File: config.mk
export PLATFORM = sky130hd
export DESIGN_NAME = fetch_stage
export DESIGN_NICKNAME = d
export VERILOG_FILES = /design/src/rtl/rv32_pkg.sv /design/src/rtl/if_id_reg.sv /design/src/rtl/fetch_stage.sv
export SDC_FILE = /design/constraint.sdc
export NUM_CORES = 1
export LEC_CHECK = 0
export ABC_AREA = 1
export CAP_MARGIN = 20
export CORE_ASPECT_RATIO = 1.5
export CORE_UTILIZATION = 48
export CTS_BUF_LIST = sky130_fd_sc_hd__clkbuf_8
export CTS_CLUSTER_SIZE = 14
export DETAILED_ROUTE_END_ITERATION = 8
export PLACE_DENSITY = 0.83
export SLEW_MARGIN = 10
export SYNTH_ARGS = -nofsm -noshare
export SYNTH_HDL_FRONTEND = slang
export SYNTH_SLANG_ARGS = --single-unit
export TNS_END_PERCENT = 5
File: constraint.sdc
create_clock -name clk -period 2.1 [get_ports clk]
set_clock_uncertainty 0.15 [all_clocks]
set_input_delay 0.525 -clock clk [delete_from_list [all_inputs] [get_ports clk]]
set_output_delay 0.525 -clock clk [all_outputs]
set_load 0.02 [all_outputs]
File: src/rtl/rv32_pkg.sv
// Shared RV32I pipeline definitions: widths, bubble encoding, opcodes, ALUop codes
// and the decode-field helpers used by the pipeline registers.
package rv32_pkg;

    localparam int          XLEN      = 32;
    localparam logic [31:0] NOP_INSTR = 32'h0000_0013;

    typedef logic [6:0] opcode_t;
    typedef logic [3:0] funct_t;

    localparam opcode_t OP_R      = 7'b0110011;
    localparam opcode_t OP_LOAD   = 7'b0000011;
    localparam opcode_t OP_IMM    = 7'b0010011;
    localparam opcode_t OP_STORE  = 7'b0100011;
    localparam opcode_t OP_BRANCH = 7'b1100011;

    typedef enum logic [1:0] {
        ALUOP_ADD    = 2'b00,
        ALUOP_BRANCH = 2'b01,
        ALUOP_RTYPE  = 2'b10
    } aluop_t;

    // ALUcontrol key: {instr[30], funct3}
    function automatic funct_t funct_of(input logic [31:0] instr);
        return {instr[30], instr[14:12]};
    endfunction

endpackage

File: src/rtl/if_id_reg.sv
// Flushable, stallable pipeline register carrying a PC, an instruction and a valid bit.
// Flush overrides enable and loads a bubble.
module if_id_reg #(
    parameter int          W   = 32,
    parameter logic [31:0] NOP = 32'h0000_0013
) (
    input  logic          clk,
    input  logic          rst_n,
    input  logic          en,
    input  logic          flush,
    input  logic [W-1:0]  pc_d,
    input  logic [31:0]   instr_d,
    input  logic          valid_d,
    output logic [W-1:0]  pc_q,
    output logic [31:0]   instr_q,
    output logic          valid_q
);

    always_ff @(posedge clk or negedge rst_n) begin
        if (!rst_n) begin
            pc_q    <= '0;
            instr_q <= NOP;
            valid_q <= 1'b0;
        end else if (flush) begin
            pc_q    <= '0;
            instr_q <= NOP;
            valid_q <= 1'b0;
        end else if (en) begin
            pc_q    <= pc_d;
            instr_q <= instr_d;
            valid_q <= valid_d;
        end
    end

endmodule

File: src/rtl/fetch_stage.sv
// Instruction fetch: PC register, imem address, IF/ID latch and decode fields.
// Redirect beats stall, stall beats advance.
module fetch_stage
    import rv32_pkg::*;
#(
    parameter int               XLEN      = rv32_pkg::XLEN,
    parameter logic [XLEN-1:0]  RESET_PC  = '0,
    parameter logic [31:0]      NOP_INSTR = rv32_pkg::NOP_INSTR
) (
    input  logic             clk,
    input  logic             rst_n,
    input  logic             stall,
    input  logic             branchTaken,
    input  logic [XLEN-1:0]  branchTarget,
    output logic [XLEN-1:0]  imemAddr,
    input  logic [31:0]      imemData,
    output logic [XLEN-1:0]  ifIdPc,
    output logic [31:0]      ifIdInstr,
    output logic             ifIdValid,
    output logic [6:0]       opcode,
    output logic [3:0]       funct,
    output logic [31:0]      fetchCount
);

    logic [XLEN-1:0] pc;
    logic            advance;

    assign advance  = ~stall & ~branchTaken;
    assign imemAddr = pc;

    always_ff @(posedge clk or negedge rst_n) begin
        if (!rst_n) begin
            pc         <= RESET_PC;
            fetchCount <= '0;
        end else if (branchTaken) begin
            pc <= {branchTarget[XLEN-1:2], 2'b00};
        end else if (advance) begin
            pc         <= pc + XLEN'(4);
            fetchCount <= fetchCount + 32'd1;
        end
    end

    if_id_reg #(
        .W   (XLEN),
        .NOP (NOP_INSTR)
    ) u_if_id (
        .clk     (clk),
        .rst_n   (rst_n),
        .en      (~stall | branchTaken),
        .flush   (branchTaken),
        .pc_d    (pc),
        .instr_d (imemData),
        .valid_d (1'b1),
        .pc_q    (ifIdPc),
        .instr_q (ifIdInstr),
        .valid_q (ifIdValid)
    );

    // Bubbles decode as all-zero so Control falls into its default case.
    assign opcode = ifIdValid ? opcode_t'(ifIdInstr[6:0]) : '0;
    assign funct  = ifIdValid ? funct_of(ifIdInstr) : '0;

endmodule

==> results of run 1 <==
-- kinds of logic (layout without fill, tap and decap cells) --
group | Yosys count | count (layout) | share of synthesized area, %
AOI/OAI and AO/OA | 105 | 105 | 10.69
xor gates and xnor gates | 22 | 22 | 2.988
adders and majority gates | 2 | 2 | 0.3880
buffers and inverters | 114 | 359 | 7.237
DFF | 126 | 126 | 48.95
other | 1 | 2 | 0.05815
and+or+nand+nor | 430 | 430 | 29.69
-- worst paths after layout --
kind,to,slack [ns]
hold / removal,fetchCount[31],0.33
setup / recovery,opcode[3],0.09
min in group asynchronous,fetchCount[10],0.50
hold reg to reg,fetchCount[31],0.33
setup reg to reg,imemAddr[31],0.22
max in group asynchronous,imemAddr[20],0.71
-- critical path: stages (launching register included) --
cell             delay (ns)
dfrtp_1                0.41
buf_12                 0.16
nand2_1                0.06
inv_1                  0.04
clkdlybuf4s15_2        0.25
-- layout by cell type (no fill, tap or decap), types with 4 or more instances in the layout --
cell type,n
nor2_4,6
clkbuf_2,10
nor3_1,5
buf_12,5
nand3_1,42
nor2_1,87
nand4_1,16
dlygate4sd2_1,112
xor2_1,12
a31oi_1,4
buf_4,35
nor2_2,8
o21ai_1,4
o21ai_0,48
dlymetal6s2s_1,15
clkdlybuf4s50_1,64
dfrtp_1,122
nand3b_1,12
a22o_1,30
o211ai_1,7
clkbuf_8,21
xnor2_1,10
nand2_2,5
inv_1,83
nand2_1,241
-- power breakdown --
group          internal [W]  switching [W]  total, W  leakage [nW]
clock               0.00129       0.000968   0.00226         0.220
sequential          0.00262       0.000210   0.00283          1.63
combinational      0.000539       0.000794   0.00133          3.00
-- routing by layer --
layer	track usage, %	share of wire, %
met1	29.98	36
met2	50.74	53
met3	6.663	6.0
met4	18.07	4.8
met5	0	0
-- metrics by stage --
stage	total power (W)	worst slack [ns]	hold slack, ns
after floorplan	0.003530	0.4248	0.07941
after global placement	0.004315	-0.001203	0.3134
after detailed placement	0.004342	-0.06303	0.3172
after CTS	0.006499	0.0001734	0.3257
after global routing	0.006703	0.007225	0.3480
final	0.006422	0.09316	0.3255
-- state kept, by name, summed over array words and instances (netlist names) --
register         cells
imemAddr            30
u_if_id.instr_q     32
fetchCount          32
u_if_id.valid_q      1
u_if_id.pc_q        31
-- final cells by class --
class,count,area share [%]
inverter,84,3.437
tap,159,2.169
sequential,126,34.42
clock buffer,21,3.151
multi-input combinational,561,30.84
clock inverter,11,1.528
timing repair buffer,243,24.45
-- timing repair --
action                                  in CTS  in global routing
endpoints found under the hold margin       76                  0
hold buffers                                 1                  0
endpoints found under the setup margin     123                 25
gates resized for setup                    132                 29
==> impl_metrics.toml, run 1 <==
[drt]
first_pass_iters = 5
via_per_inst = 5.291
post-route-drc-count = 0
routed_wirelength_mm = 19.63
wire_per_inst_um = 16.29
drt_first_iter_violations = 287
vias = 6376
ant_nets = 0

[logic_synthesis]
yosys.area.top_type = "dfrtp_1"
synthCells = 800
yosysMostFrequentCell = "nand2_1"
synth_edf_count = 0
synthTopCellsByCount = "nand2_1 (241), dfrtp_1 (123), nor2_1 (87)"
syn_area_um2 = 6449
avgSynthCellArea_um2 = 8.061
synth_top_area_share_pct = 47.73
synth.distinct_cells = 40
synth-main-ff-cell = "dfrtp_1"
synth_area_leaders = "dfrtp_1 (48%), nand2_1 (14%), nor2_1 (5.1%), inv_1 (4.7%), a22o_1 (4.1%)"
async_flop_share_pct = 100.0
ys_ff_latch = 126
ys_seq_area_share_pct = 48.95
yosysWarningCount = 0

[cells_and_area]
multi_input_area_um2 = 2829
instances_no_fill = 1205
layout-drive-gt1-share_pct = 10.90
fillers = 1090
fin_util_pct = 70.47
n_antenna_cell = 0
syn_to_final_growth_pct = 42.26
finalInstanceArea_um2 = 9174
nNetsFinal = 1103
regArea_um2 = 3158

[floorplan]
fp.dieW_um = 96.64
die_h_um = 144.0
rows = 51
io_pins = 208
die-area_um2 = 13910
core_area_um2 = 13020
initial_core_util_pct = 49.54

[worst_setup_path]
crit_path_end_kind = "primary output"
startpoint = "u_if_id.valid_q"
arrival_ns = 1.33
cp.required_ns = 1.42
rr_worst_depth = 7
r2r_start = "imemAddr[5]"
cp_max_fo = 12
critPathLaunchType = "flop"
crit_type = "flop to primary output"

[global_route]
grt.total_usage_pct = 28.37
grt_pass1_wl_mm = 31.02
overflow = 0
grt_start_max_net_pins = 80
grt_pass1_vias = 6461
antenna_found_initial = 0

[clock_network]
h-tree-depth = 4
clkTransAtPathRegs_ns = 0.07
numCtsBuffers = 17
cts_setup_buffers = 0
cts.sinks = 126
root_buffer = "clkbuf_8"
cts_tree = "built"
clk-insertion-delay-late_ns = 0.42
clockBufferDepth = 2

[timing]
setup_violations = 0
worst_pin_slew_ns = 0.6226
tns_ns = 0
timing.fmax_ghz = 0.4983
maxSlewViolCount = 0
grt_setup_unrepaired = "false"
post-route-period-util_pct = 95.56
max_slew_margin_pct = 58.49
min_period_ns = 2.007
final_hold_viol_count = 0

[flow_run]
drv_cap = 0

[power]
irDropWorstVdd_mv = 0.3634
leakagePower_nw = 4.850
p_per_area_nw_per_um2 = 700.1

[hold_path]
holdPathStages = 1
hp-class = "flop to flop"
worstHoldStart = "fetchCount[31]"

[place]
placed_cell_area_um2 = 8885
dp_hpwl_mm = 14.42
gp_congestion = 0.9556
io_buffers = 203
dp.cells = 1172

[status]
status = "complete, no violations"
Power figures use the tool's default switching activity.
==> run 2, diff against run 1 <==
--- a/config.mk
+++ b/config.mk
@@ -12,8 +12,9 @@
 export CTS_BUF_LIST = sky130_fd_sc_hd__clkbuf_8
 export CTS_CLUSTER_SIZE = 14
 export DETAILED_ROUTE_END_ITERATION = 8
+export GPL_TIMING_DRIVEN = 0
 export PLACE_DENSITY = 0.83
-export SLEW_MARGIN = 10
+export SLEW_MARGIN = 20
 export SYNTH_ARGS = -nofsm -noshare
 export SYNTH_HDL_FRONTEND = slang
 export SYNTH_SLANG_ARGS = --single-unit
==> run 2 against run 1 <==
Worst hold slack hardly changed. Utilization is 0.59 points lower. Global-route usage is 1.6 points higher. Clock power hardly changed. Critical path depth is 1 higher. Power is 0.49% lower. First-iteration DRC count is 8.7% higher. Via count hardly changed.
==> impl_metrics.toml, run 2 (synthesized netlist as in run 1, its figures left out) <==
[status]
status = "complete, no violations"

[clock_network]
cts_tree = "built"
cts.sinks = 126
clk-insertion-delay-late_ns = 0.43
numCtsBuffers = 17
clkTransAtPathRegs_ns = 0.07
clockBufferDepth = 2
root_buffer = "clkbuf_8"
h-tree-depth = 4

[worst_setup_path]
crit_path_end_kind = "primary output"
cpPeakStageDelay_ns = 0.45
worstPathCellList = "clkbuf_16 -> buf_4 -> nand2_1 -> inv_1 -> buf_2"
critPathLaunchType = "flop"
cp.required_ns = 1.42
cp_max_fo = 10
crit_type = "flop to primary output"
arrival_ns = 1.41
cp_slowest_cell = "dfrtp_2"

[timing]
hold_ws_ns = 0.3257
max_slew_margin_pct = 52.96
grt_setup_unrepaired = "true"
timing.fmax_ghz = 0.4806
worst_pin_slew_ns = 0.7057
final_hold_viol_count = 0
setup_violations = 0
tns_ns = 0
post-route-period-util_pct = 99.08
maxSlewViolCount = 0
min_period_ns = 2.081

[drt]
drt_first_iter_violations = 312
wire_per_inst_um = 17.04
first_pass_iters = 8
post-route-drc-count = 0
via_per_inst = 5.318
ant_nets = 0
vias = 6382
routed_wirelength_mm = 20.45

[floorplan]
initial_core_util_pct = 49.54
rows = 51
fp.dieW_um = 96.64
die-area_um2 = 13910
core_area_um2 = 13020
io_pins = 208
die_h_um = 144.0

[cells_and_area]
regArea_um2 = 3161
n_antenna_cell = 0
layout-drive-gt1-share_pct = 9.702
nNetsFinal = 1098
finalInstanceArea_um2 = 9097
syn_to_final_growth_pct = 41.07
final_common_cell = "nand2_1"
instances_no_fill = 1200
reg.largest.list = "fetchCount x32, u_if_id.instr_q x32, u_if_id.pc_q x31"
layout_common_cells = "nand2_1 (241), dfrtp_1 (120), dlygate4sd2_1 (95), nor2_1 (87), inv_1 (82)"
fillers = 1105
multi_input_area_um2 = 2829

[global_route]
grt_pass1_vias = 6574
grt_start_max_net_pins = 93
overflow = 0
grt_pass1_wl_mm = 32.46
antenna_found_initial = 0
grt.total_usage_pct = 29.98

[power]
switching_share_pct = 31.96
leakagePower_nw = 4.979
p_int_w = 0.004348
power.switching_w = 0.002043
p_comb_share_pct = 20.4
p_per_area_nw_per_um2 = 702.4
irDropWorstVdd_mv = 0.4264
p_seq_share_pct = 44.6
totalPowerFinal_w = 0.006391
pwr-share-clk_pct = 35.1

[flow_run]
drv_cap = 0

[hold_path]
hp-class = "flop to flop"

[place]
dp.cells = 1164
io_buffers = 203
dp_hpwl_mm = 15.27
gp_congestion = 1.001
placed_cell_area_um2 = 8716
## run 2: cell types whose count changed in the layout (fill, tap and decap cells not counted), sizes merged
cell | before | now
dlymetal6s2s | 15 | 32
clkinv | 4 | 6
clkdlybuf4s15 | 1 | 0
dlygate4sd2 | 112 | 95
buf | 40 | 34
inv | 86 | 87
clkbuf | 31 | 30
## run 2: per-stage QoR
| stage | util (%) | worst slack (ns) |
|---|---|---|
| global placement | 66.71 | -4.709 |
| floorplan | - | 0.4248 |
| detailed placement | 66.96 | -0.3889 |
| global route | 69.89 | -0.06503 |
| finish | 69.89 | 0.01926 |
| CTS | 69.36 | -0.04056 |
## run 2: area by class of cell
class	count	area share, %
clock buffers	18	2.723
inverters	84	3.466
repair buffers	208	22.05
clock inverters	14	1.843
multi-input cells	561	31.10
flip-flops and latches	126	34.74
plain buffers	30	1.898
well taps	159	2.187
## run 2: worst max-delay path: cells and delay by family, from the launching register on
family / cells / cell delay, ns
DFF: 1 / 0.45
and+or+nand+nor: 1 / 0.05
buffers and inverters: 4 / 0.48
## run 2: path summary, 6_finish.rpt
kind	startpoint	to	slack, ns	depth (start not counted)
max	u_if_id.valid_q	funct[2]	0.02	5
min	fetchCount[31]	fetchCount[31]	0.33	1
max reg2reg	imemAddr[5]	imemAddr[31]	0.26	7
min reg2reg	fetchCount[31]	fetchCount[31]	0.33	1
max in group asynchronous	rst_n	imemAddr[22]	0.63	3
min in group asynchronous	rst_n	fetchCount[5]	0.40	2
## run 2: power groups by stage
stage | clock (W) | sequential (W) | combinational (W)
floorplan | 0 | 0.00308 | 0.000452
global placement | 0 | 0.00289 | 0.00139
detailed placement | 0 | 0.00289 | 0.00141
CTS | 0.00226 | 0.00285 | 0.00132
global route | 0.00238 | 0.00288 | 0.00142
finish | 0.00224 | 0.00285 | 0.00130
## run 2: timing repair
| action | in CTS | in global routing |
|---|---|---|
| endpoints found under the setup margin | 106 | 36 |
| gates cloned | 0 | 0 |
| buffers inserted | 2 | 1 |
| resized for setup | 140 | 35 |
| endpoints found under the hold margin | 34 | 0 |
| hold buffers | 1 | 0 |
## run 2: layer usage
metal	global-route usage [%]	wire length [um]
met5	0	0
met4	17.12	856
met3	6.323	1236
met2	53.37	10800
met1	33.16	7556
